`src/rtl/sensor_acq_responder_pkg.sv`:
```
// Shared types and helpers for the sensor acquisition responder.
// Holds the FSM state encoding, default widths and the saturating increment.
package sensor_acq_responder_pkg;

   localparam int DEF_DATA_W = 16;
   localparam int DEF_CNT_W  = 16;

   typedef enum logic [1:0] {
      ST_IDLE  = 2'd0,
      ST_START = 2'd1,
      ST_WAIT  = 2'd2,
      ST_DONE  = 2'd3
   } acq_state_e;

   // Widths up to 32 bits are handled by zero-extending into the 32-bit argument.
   function automatic logic [31:0] sat_inc(input logic [31:0] value, input logic [31:0] max_val);
      logic [31:0] result;
      if (value >= max_val) begin
         result = max_val;
      end else begin
         result = value + 32'd1;
      end
      return result;
   endfunction

endpackage

```
`src/rtl/sensor_acq_responder_sat_counter.sv`:
```
// Saturating up-counter with synchronous clear; clear has priority over increment.
module sensor_acq_responder_sat_counter
   import sensor_acq_responder_pkg::*;
#(
   parameter int W = DEF_CNT_W
)
(
   input  logic         clk,
   input  logic         rst,
   input  logic         clr,
   input  logic         inc,
   output logic [W-1:0] count
);

   localparam logic [31:0] MAX_C = 32'({W{1'b1}});

   logic [W-1:0] w_next;

   assign w_next = W'(sat_inc(32'(count), MAX_C));

   // Count register: reset, clear, saturating increment or hold.
   always_ff @(posedge clk) begin
      if (rst) begin
         count <= {W{1'b0}};
      end else if (clr) begin
         count <= {W{1'b0}};
      end else if (inc) begin
         count <= w_next;
      end else begin
         count <= count;
      end
   end

endmodule

```
`src/rtl/sensor_acq_responder.sv`:
```
// Sensor-side trigger/done responder: launches one acquisition per accepted
// trigger, waits for data or timeout, latches the sample and holds done high.
module sensor_acq_responder
   import sensor_acq_responder_pkg::*;
#(
   parameter int DATA_W = DEF_DATA_W,
   parameter int CNT_W  = DEF_CNT_W
)
(
   input  logic              clk,
   input  logic              rst,
   input  logic              trigger,
   input  logic              en,
   input  logic [CNT_W-1:0]  timeout_cycles,
   input  logic              data_valid,
   input  logic [DATA_W-1:0] data_in,
   output logic              start,
   output logic              busy,
   output logic              done,
   output logic [DATA_W-1:0] data_out,
   output logic              timeout_err,
   output logic [CNT_W-1:0]  acq_cycles,
   output logic [CNT_W-1:0]  missed_trig_count
);

   localparam logic [31:0] CNT_MAX = 32'({CNT_W{1'b1}});

   acq_state_e       r_state;
   logic [CNT_W-1:0] w_wait_cnt;
   logic [CNT_W-1:0] w_wait_cnt_inc;
   logic             w_in_acq;
   logic             w_wait_clr;
   logic             w_wait_inc;
   logic             w_miss_inc;
   logic             w_timeout_hit;

   assign w_in_acq       = (r_state == ST_START) || (r_state == ST_WAIT);
   assign w_wait_clr     = (r_state == ST_START);
   assign w_wait_inc     = (r_state == ST_WAIT);
   assign w_miss_inc     = trigger && w_in_acq;
   assign w_wait_cnt_inc = CNT_W'(sat_inc(32'(w_wait_cnt), CNT_MAX));
   assign w_timeout_hit  = (timeout_cycles != {CNT_W{1'b0}}) && (w_wait_cnt_inc == timeout_cycles);

   sensor_acq_responder_sat_counter #(.W(CNT_W)) u_wait_cnt (
      .clk   (clk),
      .rst   (rst),
      .clr   (w_wait_clr),
      .inc   (w_wait_inc),
      .count (w_wait_cnt)
   );

   sensor_acq_responder_sat_counter #(.W(CNT_W)) u_miss_cnt (
      .clk   (clk),
      .rst   (rst),
      .clr   (1'b0),
      .inc   (w_miss_inc),
      .count (missed_trig_count)
   );

   // Acquisition FSM with all handshake outputs registered alongside the state.
   always_ff @(posedge clk) begin
      if (rst) begin
         r_state     <= ST_IDLE;
         start       <= 1'b0;
         busy        <= 1'b0;
         done        <= 1'b0;
         data_out    <= {DATA_W{1'b0}};
         timeout_err <= 1'b0;
         acq_cycles  <= {CNT_W{1'b0}};
      end else begin
         case (r_state)
            ST_IDLE, ST_DONE: begin
               if (trigger && en) begin
                  r_state     <= ST_START;
                  start       <= 1'b1;
                  busy        <= 1'b1;
                  done        <= 1'b0;
                  timeout_err <= 1'b0;
               end else begin
                  start <= 1'b0;
               end
            end
            ST_START: begin
               start <= 1'b0;
               if (!en) begin
                  r_state <= ST_IDLE;
                  busy    <= 1'b0;
                  done    <= 1'b0;
               end else begin
                  r_state <= ST_WAIT;
               end
            end
            ST_WAIT: begin
               start <= 1'b0;
               // Abort beats data, and data beats timeout.
               if (!en) begin
                  r_state <= ST_IDLE;
                  busy    <= 1'b0;
                  done    <= 1'b0;
               end else if (data_valid) begin
                  r_state     <= ST_DONE;
                  busy        <= 1'b0;
                  done        <= 1'b1;
                  data_out    <= data_in;
                  acq_cycles  <= w_wait_cnt_inc;
                  timeout_err <= 1'b0;
               end else if (w_timeout_hit) begin
                  r_state     <= ST_DONE;
                  busy        <= 1'b0;
                  done        <= 1'b1;
                  timeout_err <= 1'b1;
               end else begin
                  r_state <= ST_WAIT;
               end
            end
            default: begin
               r_state <= ST_IDLE;
               start   <= 1'b0;
               busy    <= 1'b0;
               done    <= 1'b0;
            end
         endcase
      end
   end

endmodule

```
`config.mk`:
```
export PLATFORM = sky130hd
export DESIGN_NAME = sensor_acq_responder
export DESIGN_NICKNAME = d
export VERILOG_FILES = /design/src/rtl/sensor_acq_responder_pkg.sv /design/src/rtl/sensor_acq_responder_sat_counter.sv /design/src/rtl/sensor_acq_responder.sv
export SDC_FILE = /design/constraint.sdc
export NUM_CORES = 1
export LEC_CHECK = 0
export ABC_CLOCK_PERIOD_IN_PS = 3800
export BUFFER_PORTS_ARGS = -buffer_cell sky130_fd_sc_hd__buf_2
export CAP_MARGIN = 20
export CORE_MARGIN = 4
export CORE_UTILIZATION = 40
export CTS_CLUSTER_DIAMETER = 40
export CTS_CLUSTER_SIZE = 30
export DETAILED_ROUTE_END_ITERATION = 6
export HOLD_SLACK_MARGIN = 0.08
export PLACE_DENSITY = 0.72
export SLEW_MARGIN = 20
export SYNTH_ARGS = -nofsm -noshare
export SYNTH_HDL_FRONTEND = slang
export SYNTH_SLANG_ARGS = --single-unit
```
`constraint.sdc`:
```
create_clock -name clk -period 3.8 [get_ports clk]
set_input_delay 0.38 -clock clk [delete_from_list [all_inputs] [get_ports clk]]
set_output_delay 0.38 -clock clk [all_outputs]
set_load 0.03 [all_outputs]
```
# After elaboration in Yosys (flattened, before gate mapping)
# Cells that the tools add are included.
[totals]
register_bits = 70
latchBits = 0
ram_bits = 0
rom_bits = 0
in_bits = 37
out_inout_bits = 52
word_cells = 59
mem_count = 0
[classes]
n_addsub = 2
mul = 0
div = 0
magnitude_cmp = 2
n_eq_ne = 9
shifts = 0
mux = 24
bitwise_logic = 0
n_reduce_logical = 13
[ops]
columns = ["op", "n"]
rows = [
  ["adder 16 x 1 -> 16 bit (second input constant)", 2],
  [">= comparator 16 bit (second input constant)", 2],
  ["two-way mux 16 bit", 2],
  ["== test 16 bit", 1],
  ["nonzero test 16 bit", 1],
  ["two-way mux 1 bit", 14],
  ["two-way mux 2 bit", 3],
  ["inequality test 2 bit (second input constant)", 3],
  ["case mux 1 bit (3 select lines)", 2],
  ["case mux 2 bit (3 select lines)", 1],
  ["AND reduction 3 bit", 2],
  ["OR reduction 2 bit", 3],
  ["== test 2 bit (second input constant)", 2],
  ["inequality test 4 bit (second input constant)", 1],
  ["case mux 1 bit (2 select lines)", 2],
  ["AND reduction 4 bit", 1],
  ["logical AND 1 bit", 3],
  ["inequality test 3 bit (second input constant)", 1],
  ["== test 2 x 1 -> 1 bit (second input constant)", 1],
  ["zero test 2 bit", 1],
  ["nonzero test 2 bit", 1],
  ["logical OR 1 bit", 1],
]

# Logic depth before layout (Yosys ltp)
# Gate-level depths: netlist of run 1.
[depth]
depth_word = 8
mapped_depth = 11
ltp_nobuf = 10

# Hierarchy
# From an unflattened synthesis of run 1, not the netlist that was laid out.
[unflattened]
hier_cells = 452
hier_area_um2 = 3851.2
[modules_own_cells]
columns = ["mod", "n_inst", "cells_per_inst", "area_each_um2", "seq_area_each_um2"]
rows = [
  ["sensor_acq_responder", 1, 282, 2184.6, 760.7],
  ["sensor_acq_responder_sat_counter", 2, 85, 833.3, 320.3],
]

# Least setup slack after synthesis of run 1
# No wires, ideal clock.
[synth_path]
path_kind = "reg-to-reg"
startpoint = "reg u_wait_cnt.count[1]"
endpoint = "reg done"
setup_time_ns = 0.086
arrival_ns = 2.627
required_ns = 3.714
setup_slack_ns = 1.086
stages_incl_launch_ff = 11
n_path_buf = 1
synth_period_minus_slack_ns = 2.714
path_cell_list = "dfxtp_1 > ha_1 > nand3_1 > buf_2 > or3_1 > a21oi_1 > o211ai_1 > a2111o_1 > a2111oi_4 > o21ai_2 > a221oi_2"
[synth_via]
elab_chain_cells = 6
elab_cells_between_ends = 7
cone_classes = "add/sub (1); order compare (1); eq/ne (2); mux (1); reduce/logical (2)"
[synth_lines]
columns = ["element", "line_no", "source"]
rows = [
  ["start: declaration", "sensor_acq_responder_sat_counter.sv:12", "output logic [W-1:0] count"],
  ["start signal: assignment", "sensor_acq_responder_sat_counter.sv:24", "count <= {W{1'b0}};"],
  ["start signal: assignment", "sensor_acq_responder_sat_counter.sv:26", "count <= {W{1'b0}};"],
  ["start signal: assignment", "sensor_acq_responder_sat_counter.sv:28", "count <= w_next;"],
  ["adder 16 x 1 -> 16 bit or >= comparator 16 bit (tied branches)", "sensor_acq_responder_pkg.sv:21, sensor_acq_responder_pkg.sv:18", ""],
  ["two-way mux 16 bit (*)", "sensor_acq_responder_pkg.sv:18", "if (value >= max_val) begin"],
  ["== test 16 bit (*)", "sensor_acq_responder.sv:42", "assign w_timeout_hit = (timeout_cycles != {CNT_W{1'b0}}) && (w_wait_cnt_inc == timeout_cycles);"],
  ["logical AND 1 bit (*)", "sensor_acq_responder.sv:42", ""],
  ["inequality test 4 bit (no source line) (*)", "n/a", ""],
  ["AND reduction 3 bit (no source line) (*)", "n/a", ""],
  ["end signal: assignment", "sensor_acq_responder.sv:66", "done <= 1'b0;"],
  ["end signal: assignment", "sensor_acq_responder.sv:77", "done <= 1'b0;"],
  ["end signal: assignment", "sensor_acq_responder.sv:88", "done <= 1'b0;"],
  ["end: declaration", "sensor_acq_responder.sv:19", "output logic done,"],
]
# Mark *: on every way between the ends. The rest lies on a longest branch, timed or not.
# A chain may end at the register's enable or synchronous reset.

# Final worst setup path of run 1
[layout_path]
startpoint = "reg u_wait_cnt.count[0]"
endpoint = "reg timeout_err"
[layout_via]
elab_chain_cells = 6
elab_cells_between_ends = 7
cone_classes = "add/sub (1); order compare (1); eq/ne (2); mux (1); reduce/logical (2)"
[layout_lines]
columns = ["element", "line_no", "source"]
rows = [
  ["adder 16 x 1 -> 16 bit or >= comparator 16 bit (tied branches)", "sensor_acq_responder_pkg.sv:21, sensor_acq_responder_pkg.sv:18", ""],
  ["two-way mux 16 bit (*)", "sensor_acq_responder_pkg.sv:18", ""],
  ["== test 16 bit (*)", "sensor_acq_responder.sv:42", ""],
  ["logical AND 1 bit (*)", "sensor_acq_responder.sv:42", ""],
  ["inequality test 3 bit (no source line) (*)", "n/a", ""],
  ["AND reduction 4 bit (no source line) (*)", "n/a", ""],
  ["end signal: assignment", "sensor_acq_responder.sv:68", "timeout_err <= 1'b0;"],
  ["end signal: assignment", "sensor_acq_responder.sv:78", "timeout_err <= 1'b0;"],
  ["end signal: assignment", "sensor_acq_responder.sv:106", "timeout_err <= 1'b0;"],
  ["end: declaration", "sensor_acq_responder.sv:21", "output logic timeout_err,"],
]
# Marks and branches as above.

==> results of run 1 <==
worst max-delay path: cells and delay by family, from the launching register on:
kind / cells / cell delay [ns]
simple gates: 2 / 0.44
compound gates: 6 / 1.65
buf+inv: 1 / 0.27
fa+ha+maj: 1 / 0.36
flops: 1 / 0.53
power by group:
part / internal [mW] / switching, mW / total [mW]
sequential: 0.746 / 0.00983 / 0.755
clock: 0.406 / 0.286 / 0.691
combinational: 0.0615 / 0.107 / 0.169
total: 1.21 / 0.403 / 1.62
stage by stage:
stage / hold WS [ns] / instances / area (um^2) / util / power [mW]
after global routing: 0.2499 / 695 / 4674 / 0.4805 / 1.685
after CTS: 0.2499 / 695 / 4673 / 0.4803 / 1.640
after global placement: 0.4398 / 679 / 4441 / 0.4564 / 0.9380
final: 0.2743 / 695 / 4674 / 0.4805 / 1.616
after detailed placement: 0.4463 / 679 / 4441 / 0.4564 / 0.9410
after floorplan: 0.4746 / 492 / 3978 / - / 0.8805
Yosys cell counts, drive strengths merged (6+ instances only):
library cell	instances	area [um^2]
nand2	62	235.2
buf	20	117.6
clkbuf	21	78.83
nand2b	6	37.54
nand4	18	118.9
nor3	13	81.33
nor2	42	157.7
dfxtp	70	1401
nor4	11	96.34
xor2	11	96.34
inv	8	30.03
and3	10	62.56
nand3	15	87.59
and2	9	56.30
o21ai	14	73.82
a21oi	51	255.2
a311oi	12	105.1
mux2i	6	60.06
xnor2	15	131.4
a211oi	14	105.1
final cells by class:
| type | count | area [um^2] | area share |
|---|---|---|---|
| Clock buffer | 11 | 151.4 | 0.03239 |
| Clock inverter | 5 | 81.33 | 0.01740 |
| Inverter | 8 | 30.03 | 0.006424 |
| Multi-Input combinational cell | 373 | 2351 | 0.5029 |
| Sequential cell | 70 | 1401 | 0.2998 |
| Tap cell | 133 | 166.4 | 0.03560 |
| Timing Repair Buffer | 95 | 493.0 | 0.1055 |
registers in the layout (all words and copies together), names as in the netlist:
signal and flops:
timeout_err 1, done 1, data_out 16, u_miss_cnt.count 16
busy 1, acq_cycles 16, u_wait_cnt.count 16, start 1
r_state 2
cell families after synthesis:
kind of cell	after synthesis
compound gates	125
xor+xnor	27
fa+ha+maj	4
buf+inv	49
flops	70
mux	6
simple gates	211
per-layer routing:
metal	share of wire	GRT usage	vias up
met2	0.48	0.3206	154
met5	0	0	-
met4	0.037	0.09468	0
met1	0.43	0.2433	1828
met3	0.057	0.03419	29
li1	-	-	1921
cell usage in the layout, fill, tap and decap left out, drive strengths merged, types with 3 or more instances in the layout:
master,instances
buf,95
dfxtp,70
nand2,62
a21oi,51
nor2,42
nand4,18
xnor2,15
nand3,15
a211oi,14
o21ai,14
nor3,13
a311oi,12
xor2,11
clkbuf,11
nor4,11
and3,10
and2,9
inv,8
mux2i,6
nand2b,6
nor2b,5
and4,5
o211ai,5
or3,4
o21a,4
nor3b,4
ha,4
a41oi,3
a221oi,3
path summary, 6_finish.rpt:
check	start	end	slack (ns)	depth (start not counted)
hold reg to reg	data_out[0]$_SDFFE_PP0P_	data_out[0]$_SDFFE_PP0P_	0.46	2
setup reg to reg	u_wait_cnt.count[0]$_SDFFE_PP0P_	timeout_err$_SDFFE_PP0P_	0.43	10
setup / recovery	u_wait_cnt.count[0]$_SDFFE_PP0P_	timeout_err$_SDFFE_PP0P_	0.43	10
hold / removal	data_in[13]	data_out[13]$_SDFFE_PP0P_	0.27	3
==> results.md, run 1 <==
* Max-cap violations at 0
* Final wirelength at around 11000 um
* Post-synthesis xor/xnor area fraction at 0.06291
* DP HPWL at about 8000 um
* Hold WC Path Type: in -> reg
* Max_slew headroom at 0.3834
* Core area at around 9700 um^2
* Avg Inst Size Synth at between 8 and 9 um^2
* Cells after synthesis at between 400 and 500
* Starting Density at 0.4088
* Post-synthesis sequential area ratio at 0.3523
* CTS sink count at 70
* Vias at just under 4000
* WS Path Type: reg -> reg
* Status: completed
* Largest net degree at the start of global routing at between 50 and 60
* CP arrival at between 3 and 4 ns
* CTS Root Cell: clkbuf_8
* Cells along the critical path: ha_1 -> nand3_1 -> buf_4 -> nor3_4 -> o221ai_1 -> a311o_1 -> a2111o_1 -> a2111oi_4 -> a21oi_1 -> a211oi_1
* Synth Area in Adders at 0.01258
* Clk buf depth at 2
* TritonCTS clock tree: done
* Period minus WS final at around 3.4 ns
* Synthesis Warnings at 0
* Initial antenna violation count at 0
* Mux share of post-synthesis cell area at 0.01510
* Crit Path Max Fanout at 11
* Post-synthesis compound-gate area fraction at 0.2183
* Pre-Repair DR Iteration Count at 5
* Post-cts hold buffer count at 0
* Clock Pin Slew Worst Setup and Hold Paths at ~0.080 ns
* PnR worst setup slack at roughly 0.43 ns
* CTS resizes at 0
* H-tree Lvls at 3
* Ports at 89
* Endpoint class of the critical path: flop
* Setup repair after global routing missed its margin: false
* Std-Cell Rows at 36
* Congestion Overflow GR at 0
* Vias/cell at about 5.7
* Critical Path RT at approximately 4.0 ns
* PD cells at around 350 nW/um^2
* Die width at ~110 um
* Critical Path Source Type: flop
* Worst-Skew Late Latency at roughly 0.34 ns
* Slew Viols, Final at 0
* Die area at roughly 12000 um^2
* Final Skew at approximately 0.0065 ns
* Setup violators final at 0
* Post-Synth Simple-Gate Area at 0.2818
* Largest family of logic cells by synthesized area: simple AND/OR/NAND/NOR gates
* # nets final at about 600
* Layout cell share with drive strength beyond 1 at 0.2260
* Number of global-route vias before repair at around 3600
* Placer congestion estimate at 1.022
* Post-synthesis net count at 533
* Dominant synthesized flop cell: dfxtp_1
* Yosys cell types at 65
* Drc violations at 0
* Max frequency at approximately 300 MHz
* Drt first-iter violations at around 280
* Filler cell count in the final layout at 1004
* Tcrit/Tclk final at 0.8860
* Die span in y at between 100 and 150 um
* CP max-delay cell: dfxtp_1
* CTS Buf Count at 9
* Ant diodes at 0
* Crit path largest cell delay at approximately 0.53 ns
* VDD IR-drop max at 186.6 uV
* First-pass GRT wire length at approximately 18000 um
* Post-CTS setup buffer count at 0
* Post-Syn Area at 3978 um^2
* Worst slack at placement at between 0.4 and 0.5 ns
* Antenna viol nets, final at 0
* Wire length per cell at approximately 16 um
* Port Buffers at 88
* EDFF count, synth at 0
* Layout area overhead at 17.52%
* Final Hold Viols at 0
* Synth Register Bits at 70
* Leak at about 1.8 nW
* Total negative slack at 0 ns
* Worst slew pin tran at roughly 0.92 ns
* Asr flop ratio synth at 0
* Overall Global Routing Usage at 0.1942
(Power assumes the default switching activity.)
==> inputs of run 2 (changes only) <==
--- a/config.mk
+++ b/config.mk
@@ -5,6 +5,7 @@
 export SDC_FILE = /design/constraint.sdc
 export NUM_CORES = 1
 export LEC_CHECK = 0
+export ABC_AREA = 1
 export ABC_CLOCK_PERIOD_IN_PS = 3800
 export BUFFER_PORTS_ARGS = -buffer_cell sky130_fd_sc_hd__buf_2
 export CAP_MARGIN = 20
@@ -14,7 +15,7 @@
 export CTS_CLUSTER_SIZE = 30
 export DETAILED_ROUTE_END_ITERATION = 6
 export HOLD_SLACK_MARGIN = 0.08
-export PLACE_DENSITY = 0.72
+export PLACE_DENSITY = 0.73
 export SLEW_MARGIN = 20
 export SYNTH_ARGS = -nofsm -noshare
 export SYNTH_HDL_FRONTEND = slang
==> run 2 against run 1 <==
  * Power is 0.76% lower
  * Critical path depth is 3 lower
  * Non-clock buffer count is 6 lower
  * Via count is 3.2% lower
  * Area after synthesis is 7.3% lower
  * Die area is 6.8% lower
  * Critical path type unchanged
  * Sequential cell count stayed put
  * Maximum frequency is 39% higher
  * Wire length is 8.9% lower
  * Clock power is 5.6% lower
  * Cell count is 8.1% higher
  * Largest cell class unchanged
  * Largest power group unchanged
  * Global-route usage is 0.54 points lower
==> results.md, run 2 <==
* Number of global-route vias before repair at between 3000 and 4000
* Crit Path Max Fanout at 25
* Yosys cell types at 29
* Most frequent cells in the layout: 109 x nand2_1, 88 x buf_2, 87 x inv_1
* Hold WC Path Type: in -> reg
* CP arrival at about 2.7 ns
* Synth Area in Adders at 0.01357
* Drc violations at 0
* Largest family of logic cells by synthesized area: simple AND/OR/NAND/NOR gates
* Status: completed
* Post-cts hold buffer count at 0
* CTS Root Cell: clkbuf_8
* Ports at 89
* WHS at roughly 0.26 ns
* PD cells at roughly 360 nW/um^2
* H-tree Lvls at 3
* Leak at approximately 2.3 nW
* Placer congestion estimate at about 0.93
* Worst-Skew Late Latency at approximately 0.34 ns
* Core area at 8848 um^2
* Synth area leaders: dfxtp_1 38%, nand2_1 11%, inv_1 8.9%, o21ai_0 8.8%, nor2_1 7.8%
* Endpoint class of the critical path: flop
* Layout area overhead at 19.65%
* Antenna viol nets, final at 0
* Initial antenna violation count at 0
* # nets final at slightly below 700
* Top Metal Used: met4
* Drt first-iter violations at 206
* DP HPWL at 7707 um
* Avg Inst Size Synth at about 6.7 um^2
* Overall Global Routing Usage at 0.1888
* Die span in y at 104.0 um
* Post-synthesis xor/xnor area fraction at 0.02850
* Met2 WL post-DR at roughly 5000 um
* Ant diodes at 0
* Total negative slack at 0 ns
* CTS resizes at 0
* Post-synthesis compound-gate area fraction at 0.1612
* Commonest non-fill, non-tap cell in the layout: nand2_1
* Final Skew at 0.009929 ns
* Port Buffers at between 80 and 90
* Mux share of post-synthesis cell area at 0
* Final Hold Viols at 0
* TritonCTS clock tree: done
* Finished Layout Cells at roughly 750
* Post-layout util at 0.4986
* Area share of the largest cell type after synthesis at 0.3800
* Met1 WL at 4415 um
* Cells after synthesis at roughly 550
* Wire length per cell at between 10 and 15 um
* Synth Register Bits at 70
* Worst slew pin tran at roughly 1 ns
* Post-CTS setup buffer count at 0
* Max_slew headroom at 0.3409
* Post-Syn Area at 3687 um^2
* Period minus WS final at ~2.4 ns
* # placed instances at approximately 740
* Std-Cell Rows at 34
* Post-synthesis sequential area ratio at 0.3800
* EDFF count, synth at 0
* Die width at ~100 um
* CTS Buf Count at 9
* Clock Pin Slew Worst Setup and Hold Paths at roughly 0.080 ns
* Vias at ~3800
* Max frequency at ~410 MHz
* Pre-Repair DR Iteration Count at 5
* Max-cap violations at 0
* CTS sink count at 70
* Setup violators final at 0
* Die area at 10820 um^2
* Congestion Overflow GR at 0
* Asr flop ratio synth at 0
* Filler cell count in the final layout at 938
* Largest net degree at the start of global routing at around 40
* Biggest area consumer among synthesized cells: dfxtp_1
* Tcrit/Tclk final at 0.6374
* Layout cell share with drive strength beyond 1 at 0.1928
* Clk buf depth at 2
* Critical Path Source Type: flop
* Synthesis Warnings at 0
* Critical Path RT at around 4 ns
* Post-synthesis net count at 595
* Setup repair after global routing missed its margin: false
* Starting Density at 0.4167
* First-pass GRT wire length at about 17000 um
* Count leader, synth: nand2_1
* VDD IR-drop max at ~210 uV
* Slew Viols, Final at 0
* WS Path Type: reg -> reg
* Synth cell count leaders: 109 x nand2_1, 87 x inv_1, 77 x nor2_1, 70 x dfxtp_1, 65 x o21ai_0
* Final wirelength at roughly 10000 um
* Post-Synth Simple-Gate Area at 0.3061
* Dominant synthesized flop cell: dfxtp_1
* Vias/cell at approximately 5.1
* Wire length on met3 at between 600 and 700 um
-- run 2: cell count changes after synthesis, moves of 10 or more --
cell      before  now
nor2_1        42   77
nand2_1       61  109
a21oi_1       51   33
xnor2_1       15    5
buf_2         13    0
inv_1          8   87
a311oi_1      12    0
and3_1        10    0
o21ai_0       11   65
a211oi_1      14    0
-- run 2: cell families after synthesis --
logic type | Yosys count
adder cells (fa/ha/maj) | 4
AND/OR/NAND/NOR | 252
XOR/XNOR | 12
flip-flops | 70
AO/OA/AOI/OAI | 112
buffers and inverters | 104
-- run 2: power breakdown --
part / total (mW) / internal (mW) / switching, mW
registers: 0.769 / 0.752 / 0.0164
clock network: 0.652 / 0.369 / 0.283
logic: 0.183 / 0.0610 / 0.122
total: 1.60 / 1.18 / 0.421
-- run 2: final cells by class --
| cell class | count | area, um^2 | area share |
|---|---|---|---|
| Tap cell | 108 | 135.1 | 0.03063 |
| Inverter | 88 | 332.8 | 0.07544 |
| Sequential cell | 70 | 1401 | 0.3176 |
| Multi-Input combinational cell | 380 | 1881 | 0.4263 |
| Clock inverter | 6 | 86.33 | 0.01957 |
| Clock buffer | 10 | 127.6 | 0.02893 |
| Timing Repair Buffer | 89 | 447.9 | 0.1015 |
-- run 2: final timing paths --
path                                              endpoint                     from  depth (start not counted)  slack [ns]
worst min register to register           done$_SDFFE_PP0P_        done$_SDFFE_PP0P_                          2        0.48
worst min-delay path              data_out[4]$_SDFFE_PP0P_               data_in[4]                          3        0.26
worst max-delay path            acq_cycles[0]$_SDFFE_PP0P_  r_state[0]$_SDFFE_PP0N_                          7        1.38
worst max register to register  acq_cycles[0]$_SDFFE_PP0P_  r_state[0]$_SDFFE_PP0N_                          7        1.38
-- run 2: through the flow --
step           setup slack [ns]  instance area, um^2  total power [mW]
6_report                  1.378                 4412             1.603
5_1_grt                  0.9718                 4412             1.682
4_1_cts                   1.391                 4412             1.617
2_1_floorplan             1.783                 3687            0.9026
3_3_place_gp              1.504                 4198            0.9602
3_5_place_dp              1.439                 4198            0.9674
-- run 2: routing by layer --
layer,GRT usage,vias up
met2,0.3282,117
li1,-,1941
met4,0.05983,0
met5,0,-
met1,0.2274,1734
met3,0.04842,13
-- run 2: worst max-delay path: stages, from the launching register on --
cell and delay, ns:
dfxtp_1 0.33, inv_1 0.06, ha_1 0.64, nand2_1 0.23, nor2_2 0.31, inv_1 0.41
o21bai_1 0.27, inv_1 0.06
